File: config.mk
export PLATFORM = sky130hd
export DESIGN_NAME = change_disp_ctrl
export DESIGN_NICKNAME = d
export VERILOG_FILES = /design/src/rtl/change_disp_ctrl.sv
export SDC_FILE = /design/constraint.sdc
export NUM_CORES = 1
export LEC_CHECK = 0
export CORE_UTILIZATION = 38
export DETAILED_ROUTE_END_ITERATION = 12
export SLEW_MARGIN = 0
export SYNTH_ARGS = -nofsm -noshare
export SYNTH_HDL_FRONTEND = slang
export SYNTH_SLANG_ARGS = --single-unit
export TNS_END_PERCENT = 100
File: constraint.sdc
create_clock -name clk -period 2.2 [get_ports clk]
set_input_delay 0.33 -clock clk [delete_from_list [all_inputs] [get_ports clk]]
set_output_delay 0.33 -clock clk [all_outputs]
set_load 0.05 [all_outputs]
File: src/rtl/change_disp_ctrl.sv
// Change dispenser controller: converts the owed amount to BCD, requests coins, and drives a scanned 7-segment display.
// Optional macro CHANGE_DISP_BLINK_EN blinks the whole display while coins are being dispensed.
module change_disp_ctrl #(
  parameter int AMT_W      = 8,
  parameter int NUM_DIGITS = 3,
  parameter int SCAN_DIV   = 1000,
  parameter int COIN_VAL   = 5
) (
  input  logic                  clk,
  input  logic                  rst,
  input  logic                  amt_valid,
  output logic                  amt_ready,
  input  logic [AMT_W-1:0]      amt,
  input  logic                  coin_ack,
  output logic                  coin_req,
  output logic [6:0]            seg,
  output logic [NUM_DIGITS-1:0] an,
  output logic                  busy,
  output logic                  done,
  output logic                  ovf
);

  localparam int BCD_W = 4 * NUM_DIGITS;
  localparam int CNT_W = $clog2(AMT_W + 1);
  localparam int DIV_W = $clog2(SCAN_DIV + 1);
  localparam int DIG_W = (NUM_DIGITS > 1) ? $clog2(NUM_DIGITS) : 1;
  localparam logic [31:0]      MAX_VAL = 32'(10 ** NUM_DIGITS - 1);
  localparam logic [AMT_W-1:0] COIN    = AMT_W'(COIN_VAL);
  localparam logic [6:0]       SEG_BLANK = 7'h7F;
  localparam logic [6:0]       SEG_DASH  = 7'h3F;

  typedef enum logic [1:0] {IDLE, CONVERT, DISPENSE, DONE} state_t;

  state_t state_q, state_d;

  logic [AMT_W-1:0]       remain;
  logic [AMT_W-1:0]       conv_sh;
  logic [BCD_W-1:0]       bcd_acc;
  logic [CNT_W-1:0]       conv_cnt;
  logic [BCD_W-1:0]       disp_bcd;
  logic                   ovf_q;
  logic [BCD_W+AMT_W-1:0] dd_shift;
  logic                   accept, ack_take, conv_last;

  logic [DIV_W-1:0]       div_cnt;
  logic [DIG_W-1:0]       digit;
  logic                   scan_on;
  logic                   scan_tick;
  logic                   blink_off;
  logic [NUM_DIGITS-1:0]  lead_zero;
  logic [3:0]             cur_bcd;

  function automatic logic [AMT_W-1:0] sat_sub_coin(input logic [AMT_W-1:0] a);
    return (a > COIN) ? (a - COIN) : '0;
  endfunction

  // Double-dabble correction: any BCD digit of 5 or more gets +3 before the shift.
  function automatic logic [BCD_W-1:0] bcd_adjust(input logic [BCD_W-1:0] b);
    logic [BCD_W-1:0] r;
    r = b;
    for (int i = 0; i < NUM_DIGITS; i++) begin
      if (r[4*i +: 4] >= 4'd5) r[4*i +: 4] = r[4*i +: 4] + 4'd3;
    end
    return r;
  endfunction

  function automatic logic [6:0] seg_decode(input logic [3:0] d);
    case (d)
      4'd0:    return 7'h40;
      4'd1:    return 7'h79;
      4'd2:    return 7'h24;
      4'd3:    return 7'h30;
      4'd4:    return 7'h19;
      4'd5:    return 7'h12;
      4'd6:    return 7'h02;
      4'd7:    return 7'h78;
      4'd8:    return 7'h00;
      4'd9:    return 7'h10;
      default: return SEG_BLANK;
    endcase
  endfunction

  always_ff @(posedge clk or posedge rst) begin
    if (rst) state_q <= IDLE;
    else     state_q <= state_d;
  end

  always_comb begin
    state_d   = state_q;
    amt_ready = 1'b0;
    coin_req  = 1'b0;
    busy      = 1'b1;
    done      = 1'b0;
    accept    = 1'b0;
    ack_take  = 1'b0;
    conv_last = 1'b0;
    case (state_q)
      IDLE: begin
        amt_ready = 1'b1;
        busy      = 1'b0;
        if (amt_valid) begin
          accept  = 1'b1;
          state_d = CONVERT;
        end
      end
      CONVERT: begin
        if (conv_cnt == CNT_W'(AMT_W - 1)) begin
          conv_last = 1'b1;
          state_d   = (remain != '0) ? DISPENSE : DONE;
        end
      end
      DISPENSE: begin
        coin_req = 1'b1;
        if (coin_ack) begin
          ack_take = 1'b1;
          state_d  = CONVERT;
        end
      end
      DONE: begin
        done    = 1'b1;
        state_d = IDLE;
      end
      default: state_d = IDLE;
    endcase
  end

  assign dd_shift = {bcd_adjust(bcd_acc), conv_sh} << 1;

  // Conversion datapath: the shifter is seeded whenever a new remain value is taken,
  // and the display register only changes on the final conversion step.
  always_ff @(posedge clk or posedge rst) begin
    if (rst) begin
      remain   <= '0;
      conv_sh  <= '0;
      bcd_acc  <= '0;
      conv_cnt <= '0;
      disp_bcd <= '0;
      ovf_q    <= 1'b0;
    end else if (accept) begin
      remain   <= amt;
      conv_sh  <= amt;
      bcd_acc  <= '0;
      conv_cnt <= '0;
    end else if (ack_take) begin
      remain   <= sat_sub_coin(remain);
      conv_sh  <= sat_sub_coin(remain);
      bcd_acc  <= '0;
      conv_cnt <= '0;
    end else if (state_q == CONVERT) begin
      conv_sh  <= dd_shift[AMT_W-1:0];
      bcd_acc  <= dd_shift[BCD_W+AMT_W-1:AMT_W];
      conv_cnt <= conv_cnt + CNT_W'(1);
      if (conv_last) begin
        disp_bcd <= dd_shift[BCD_W+AMT_W-1:AMT_W];
        ovf_q    <= (32'(remain) > MAX_VAL);
      end
    end
  end

  assign ovf       = ovf_q;
  assign scan_tick = (div_cnt == DIV_W'(SCAN_DIV - 1));

  // Digit scan: no digit is enabled until the first tick after reset.
  always_ff @(posedge clk or posedge rst) begin
    if (rst) begin
      div_cnt <= '0;
      digit   <= '0;
      scan_on <= 1'b0;
    end else if (scan_tick) begin
      div_cnt <= '0;
      scan_on <= 1'b1;
      if (scan_on) digit <= (digit == DIG_W'(NUM_DIGITS - 1)) ? '0 : digit + DIG_W'(1);
    end else begin
      div_cnt <= div_cnt + DIV_W'(1);
    end
  end

`ifdef CHANGE_DISP_BLINK_EN
  logic [6:0] blink_cnt;

  // Counts full scan periods; bit 6 toggles every 64 of them.
  always_ff @(posedge clk or posedge rst) begin
    if (rst) blink_cnt <= '0;
    else if (scan_tick && scan_on && (digit == DIG_W'(NUM_DIGITS - 1))) blink_cnt <= blink_cnt + 7'd1;
  end

  assign blink_off = (state_q == DISPENSE) && blink_cnt[6];
`else
  assign blink_off = 1'b0;
`endif

  always_comb begin
    logic above;
    lead_zero = '0;
    above     = 1'b1;
    for (int i = NUM_DIGITS - 1; i > 0; i--) begin
      above        = above && (disp_bcd[4*i +: 4] == 4'd0);
      lead_zero[i] = above;
    end
  end

  assign cur_bcd = disp_bcd[4*int'(digit) +: 4];

  always_comb begin
    an  = '1;
    seg = SEG_BLANK;
    if (scan_on) begin
      an[digit] = 1'b0;
      if (blink_off)             seg = SEG_BLANK;
      else if (ovf_q)            seg = SEG_DASH;
      else if (lead_zero[digit]) seg = SEG_BLANK;
      else                       seg = seg_decode(cur_bcd);
    end
  end

endmodule

==> out/qor.yml, run 1 <==
outcome:
  status: "finished with violations"
  failed_checks: "setup timing"
synthesis:
  synth-seq-cells: 59
  synth-edff-count: 0
  synth_area_um2: 3370
  synthTopCellsByArea: "dfrtp_1, ha_1, mux2i_1, nand2_1, o21ai_0"
  postSynthCellCount: 350
  synth.top_cell.area_share_pct: 43.8
  yosysTopAreaCell: "dfrtp_1"
  yosysMostFrequentCell: "dfrtp_1"
  synth_top_cells_by_count: "dfrtp_1, nand2_1, nor2_1"
  async_flop_share_pct: 100
  synth_area_per_cell_um2: 9.62
  synth_nets: 378
  ys_types: 56
  synth_warnings: 0
  ys.flop_type: "dfrtp_1"
  yosysSeqAreaShare_pct: 43.8
layout:
  area_growth_pct: 27.3
  nets: 424
  drive_above_1_share_pct: 24.2
  final_cells: 506
  post-route-util_pct: 51.1
  diodes: 0
sta:
  fmax_ghz: 0.419
  finalWorstSetupSlack_ns: -0.189
  worst_pin_slew_ns: 0.547
  whs_ns: 0.369
  setup_violations: 7
  fin_worst_skew_ns: 0.00993
  fin_crit_sh_pct: 109
  finalHoldViolCount: 0
  relSlewSlack_pct: 63.5
  min_period_ns: 2.39
  maxSlewViolCount: 0
  rsz0062_at_grt: "true"
cts:
  root_buffer: "clkbuf_8"
  cts_made_buffers: 9
  cts_htree_levels: 3
  clkTransAtPathRegs_ns: 0.07
  insertion_delay_ns: 0.34
  tritoncts: "yes"
  clock-sinks: 59
  clockBufferDepth: 2
die:
  io_pins: 27
  die_area_um2: 9240
  die_w_um: 96.1
  row_count: 33
  coreArea_um2: 8380
  die_h_um: 96.1
  start_util_pct: 40.2
detailed_routing:
  wl_per_cell_um: 14.3
  avgViaCountPerCell: 5.32
  first_pass_iters: 4
  drt-initial-drc-count: 71
  drt_wl_total_um: 7260
  drc: 0
  ant_nets: 0
  route.vias.total: 2693
power:
  peakVddDrop_v: 0.000868
  p_leak_nw: 1.85
  power_density_nw_per_um2: 1250
run:
  drv_cap: 0
setup_path:
  critPathMaxFanout: 8
  r2r_slack_ns: 0.13
  start_kind: "flip-flop"
  critPathKind: "flip-flop to primary output"
  crit_path_end_kind: "primary output"
  required_ns: 1.87
  cp.arrival_ns: 2.06
place:
  place.gp.congestion: 0.806
  dp.cells: 488
  io_buffer_count: 25
  place_ws_ns: 0.0351
  hpwl_um: 5330
grt:
  grt_pass1_vias: 2531
  grt_pass1_wl_um: 12200
  grt_max_degree: 33
  grt_util_all_layers_pct: 17.5
  grt_remaining_overflow: 0
  antenna_found_initial: 0
worst_hold_path:
  worst_hold_path_type: "primary input to async pin"
[state kept, by name, indices dropped and copies added, names as in the netlist, 2 cells and up]
signal / count
conv_cnt: 4
div_cnt: 10
conv_sh: 8
digit: 2
remain: 8
disp_bcd: 12
state_q: 2
bcd_acc: 12
[per-stage QoR]
step                      setup TNS (ns)  area, um^2  power, mW
after floorplan                 -0.00908        3450       3.51
after global placement                 0        3920       4.08
after detailed placement               0        3920       4.15
after CTS                          -1.02        4270       5.41
after global routing               -1.64        4290       5.80
final                             -0.994        4290       5.37
[worst max-delay path, stage by stage, from the launching register on]
cell and delay (ns):
dfrtp_2 0.51, mux2i_2 0.31, a2bb2oi_2 0.25, a2111oi_4 0.07, buf_4 0.17, a22oi_2 0.24, buf_12 0.17
[cell type report]
| class | count | area, um^2 |
|---|---|---|
| clock inverter | 6 | 88.8 |
| sequential | 59 | 1480 |
| inverter | 19 | 71.3 |
| clock buffer | 10 | 138 |
| timing repair buffer | 49 | 448 |
| tap | 105 | 131 |
| fill | 762 | 4100 |
| multi-input combinational | 258 | 1930 |
[power breakdown]
group	internal [mW]	leakage, nW	switching, mW
Sequential	1.47	0.744	0.393
Combinational	1.08	0.998	1.31
Clock	0.668	0.108	0.452
Total	3.22	1.85	2.15
[per-layer routing]
layer | track usage (%) | vias up | routed length, um
li1 | - | 1348 | -
met1 | 22.1 | 1304 | 3430
met2 | 29.3 | 34 | 3560
met3 | 4.27 | 7 | 178
met4 | 5.72 | 0 | 87
met5 | 0 | - | 0
[what timing repair did]
item	4_1_cts	5_1_grt
hold buffers	0	0
buffers inserted	1	1
endpoints found under the setup margin	8	7
pin swaps	8	3
gates resized for setup	27	1
[kinds of logic (layout without fill, tap and decap cells)]
group / after synthesis / count (layout) / share of synthesized area [%]
compound gates: 101 / 101 / 20.3
xor+xnor: 15 / 15 / 3.90
fa+ha+maj: 16 / 16 / 5.95
buf+inv: 33 / 84 / 4.09
flops: 59 / 59 / 43.8
mux: 17 / 17 / 5.24
other cells: 1 / 1 / 0.111
simple gates: 108 / 108 / 16.5
[path summary, 6_finish.rpt]
path | startpoint | end | cells past startpoint
setup / recovery | digit[0] | seg[3] | 6
hold / removal | rst | div_cnt[4] | 3
setup reg to reg | remain[0] | conv_sh[7] | 6
hold reg to reg | div_cnt[0] | div_cnt[0] | 1
max in group asynchronous | rst | remain[3] | 3
min in group clk | div_cnt[0] | div_cnt[0] | 1
[cells in the final DEF, fill, tap and decap left out, types with 7 or more instances in the layout]
cell type	synthesis	layout
ha_1	16	14
nand2_1	32	32
inv_1	19	16
o21ai_0	18	17
dfrtp_1	59	58
o21ai_1	9	8
mux2i_1	12	8
clkbuf_8	0	10
xor2_1	9	9
clkdlybuf4s50_1	0	11
buf_6	1	7
a21oi_1	15	13
buf_4	1	28
nor2_1	23	23
nand2b_1	9	9
No activity file was read; power rests on OpenSTA's default activity.
==> inputs of run 2 (changes only) <==
Settings changed: CTS_BUF_LIST from default to sky130_fd_sc_hd__clkbuf_2 sky130_fd_sc_hd__clkbuf_4 sky130_fd_sc_hd__clkbuf_8.
==> results of run 2 <==
Same layout as run 1: the final DEF is identical, and so are final timing and power.
==> inputs of run 3 (changes only) <==
Settings changed: ABC_AREA from default to 1.
Clock period 2.2 ns to 2.5 ns, I/O delays scaled along.
==> run 3 against run 2 <==
  * The run ends with DRC left
  * Total power down 12%
  * Sequential power is 17% lower
  * Utilization shrank 3.4 points
  * Flip-flop and latch count did not move
  * Synthesized cell count grew 26%
  * Critical endpoint unchanged
  * Largest cell class unchanged
  * Highest routed layer unchanged
==> out/qor.yml, run 3 <==
grt:
  grtUsageMet3_pct: 3.22  # -1.0 points
  grt_pass1_wl_um: 13300  # +9.4%
  grt_remaining_overflow: 0  # unchanged
  met1_usage_pct: 19.8  # -2.4 points
  antenna_found_initial: 0  # unchanged
  top_usage_layer: "met2"
  grt_util_all_layers_pct: 17.4  # -0.15 points
  met2_usage_pct: 31.4  # +2.1 points
  grt_pass1_vias: 2982  # +18%
  grt_max_degree: 28  # -15%
synthesis:
  synth_area_per_cell_um2: 7.90  # -18%
  yosysMostFrequentCell: "nand2_1"
  async_flop_share_pct: 100  # unchanged
  yosysTopAreaCell: "dfrtp_1"
  synth_compound_area_share_pct: 13.7  # -6.6 points
  synthTopCellsByArea: "dfrtp_1, nand2_1, inv_1, ha_1, nand3_1"
  synthAdderAreaFrac_pct: 5.73  # -0.22 points
  synth_warnings: 0  # unchanged
  synth_area_um2: 3490  # +3.8%
  postSynthCellCount: 442  # +26%
  ys_types: 43  # -23%
  synthSimpleGateAreaFrac_pct: 27.5  # +11 points
  yosysSeqAreaShare_pct: 42.3  # -1.6 points
  synth_top_cells_by_count: "nand2_1, inv_1, dfrtp_1"
  synth-edff-count: 0  # unchanged
  muxShareOfSynthArea_pct: 0  # -5.2 points
  synth_nets: 470  # +24%
  ys.flop_type: "dfrtp_1"
  synth-seq-cells: 59  # unchanged
  synth_xor_area_share_pct: 1.00  # -2.9 points
  synth_top_family_by_area: "simple AND/OR/NAND/NOR gates"
  synth.top_cell.area_share_pct: 42.3  # -1.6 points
sta:
  finalWorstSetupSlack_ns: 0.00275  # +0.191 ns
  finalHoldViolCount: 0  # unchanged
  maxSlewViolCount: 0  # unchanged
  setup_violations: 0  # -7
  fmax_ghz: 0.400
  min_period_ns: 2.50
  worst_pin_slew_ns: 0.566  # +0.0189 ns
  relSlewSlack_pct: 61.9  # -1.7 points
  final.setup.tns_ns: 0  # +0.994 ns
  fin_worst_skew_ns: 0.0103  # +0.000391 ns
  rsz0062_at_grt: "true"
  fin_crit_sh_pct: 99.9
detailed_routing:
  ant_nets: 0  # unchanged
  drc: 3  # +3
  avgViaCountPerCell: 5.04  # -5.4%
  wl_per_cell_um: 12.8  # -11%
  drt_wl_total_um: 7520  # +3.7%
  drt-initial-drc-count: 98  # +38%
  first_pass_iters: 8  # +4
  route.vias.total: 2972  # +10%
setup_path:
  critPathLaunch: "digit[0]"
  critPathMaxFanout: 5  # -3
  start_kind: "flip-flop"
  reg2reg_depth: 7  # +1
  crit_path_end_kind: "primary output"
  slowest_delay_ns: 0.47  # -0.04 ns
  path_common_cell: "nand3_2"
  cp.arrival_ns: 2.12  # +0.06 ns
  cp.buffers_inverters: 3  # +1
  required_ns: 2.12  # +0.25 ns
  crit_path_top_delay_cell: "dfrtp_2"
  r2r_slack_ns: 0.87  # +0.74 ns
  crit_chain: "inv_4 -> nand2_4 -> nor2_2 -> nor2_1 -> o21ai_2 -> inv_2 -> ha_1 -> nand3_2 -> nand3_2 -> nand3_2 -> buf_12"
  critPathKind: "flip-flop to primary output"
  critical-path-top-delay-family: "simple AND/OR/NAND/NOR gates"
  r2r_start: "bcd_acc[0]"
  worstReg2RegEnd: "bcd_acc[2]"
die:
  die_w_um: 97.9  # +1.8%
  die_h_um: 97.9  # +1.8%
  io_pins: 27  # unchanged
  row_count: 34  # +3.0%
  start_util_pct: 39.7  # -0.50 points
  coreArea_um2: 8810  # +5.1%
  die_area_um2: 9580  # +3.7%
place:
  place_ws_ns: 0.114  # +0.0793 ns
  place_area_um2: 3880  # -1.2%
  io_buffer_count: 25  # unchanged
  dp.cells: 569  # +17%
  hpwl_um: 5320  # -0.15%
  place.gp.congestion: 0.800  # -0.63%
layout:
  multi_input_area_um2: 1750  # -9.3%
  top_regs: "bcd_acc (12), disp_bcd (12), div_cnt (10)"
  design_area_um2: 4200  # -1.9%
  area_growth_pct: 20.3
  final_cells: 590  # +17%
  nets: 505  # +19%
  final_common_cell: "nand2_1"
  diodes: 0  # unchanged
  register_area_um2: 1480  # unchanged
  num-fill-cells: 835  # +9.6%
  final_cell_mix: "nand2_1, inv_1, dfrtp_1, nand3_1, o21ai_0"
  drive_above_1_share_pct: 17.0  # -7.2 points
cts:
  tritoncts: "yes"
  clock-sinks: 59  # unchanged
  root_buffer: "clkbuf_8"
  cts_made_buffers: 9  # unchanged
  insertion_delay_ns: 0.34  # about the same
  clockBufferDepth: 2  # unchanged
  clkTransAtPathRegs_ns: 0.07  # about the same
  cts_htree_levels: 3  # unchanged
run:
  drv_cap: 0  # unchanged
power:
  p_total_mw: 4.71  # -12%
  p_leak_nw: 2.05  # +11%
  peakVddDrop_v: 0.000445  # -49%
  power_density_nw_per_um2: 1120  # -11%
outcome:
  status: "finished with violations"
  failed_checks: "DRC"
worst_hold_path:
  worst_hold_path_type: "primary input to async pin"
-- run 3: cell count changes after synthesis, moves of 6 or more --
| cell | before | now |
|---|---|---|
| nand2_1 | 32 | 105 |
| inv_1 | 19 | 61 |
| nand3_1 | 3 | 35 |
| mux2i_1 | 12 | 0 |
| o21ai_0 | 18 | 30 |
| a22oi_1 | 10 | 0 |
| nand2b_1 | 9 | 0 |
| nor2_1 | 23 | 32 |
| clkbuf_1 | 9 | 1 |
| inv_2 | 0 | 7 |
| nor2b_1 | 6 | 0 |
| o22ai_1 | 6 | 0 |
| xor2_1 | 9 | 3 |
-- run 3: worst max-delay path by stage --
stage | end | slack, ns | depth (start not counted)
floorplan | seg[5] | 0.24 | 9
global placement | seg[5] | 0.24 | 10
detailed placement | seg[5] | 0.11 | 10
CTS | seg[3] | 0.01 | 11
global route | seg[3] | -0.08 | 11
finish | seg[3] | 0.003 | 11
-- run 3: layout make-up --
class                      count  area share (%)
tap                          108            3.22
timing repair buffer          33            8.81
clock inverter                 5            1.25
multi-input combinational    304            41.7
sequential                    59            35.2
clock buffer                  11            3.45
inverter                      70            6.43
-- run 3: stage by stage --
stage,hold WS (ns),util [%]
floorplan,0.433,-
global placement,0.450,44.0
detailed placement,0.458,44.0
CTS,0.398,46.5
global route,0.440,47.7
finish,0.390,47.7
-- run 3: layer usage --
layer | vias up | share of wire, % | wire length (um)
li1 | 1502 | - | -
met1 | 1411 | 45 | 3360
met2 | 47 | 51 | 3810
met3 | 12 | 2.6 | 198
met4 | 0 | 2.0 | 154
met5 | - | 0 | 0
-- run 3: logic make-up (layout without fill, tap and decap cells) --
group           count (synthesis)  count (layout)
fa+ha+maj                      16              16
compound gates                 76              76
other cells                     1               1
simple gates                  207             207
buf+inv                        79             119
xor+xnor                        4               4
flops                          59              59
-- run 3: where the power goes --
| part | leakage, nW | total (mW) | switching (mW) | internal [mW] |
|---|---|---|---|---|
| clock network | 0.103 | 0.886 | 0.393 | 0.493 |
| registers | 0.731 | 1.54 | 0.230 | 1.31 |
| logic | 1.22 | 2.28 | 1.44 | 0.838 |
-- run 3: worst reg2reg max path, stage by stage, from the launching register on --
cell	delay (ns)
dfrtp_1	0.40
inv_1	0.12
ha_1	0.16
inv_1	0.05
o21ai_0	0.21
nand2_1	0.14
o21ai_0	0.33
o22ai_2	0.10
-- run 3: timing repair --
action | in CTS | in global routing
setup endpoints to repair | 7 | 7
buffers inserted | 1 | 4
pin swaps | 1 | 5
gates resized for setup | 4 | 23
hold buffers | 0 | 0
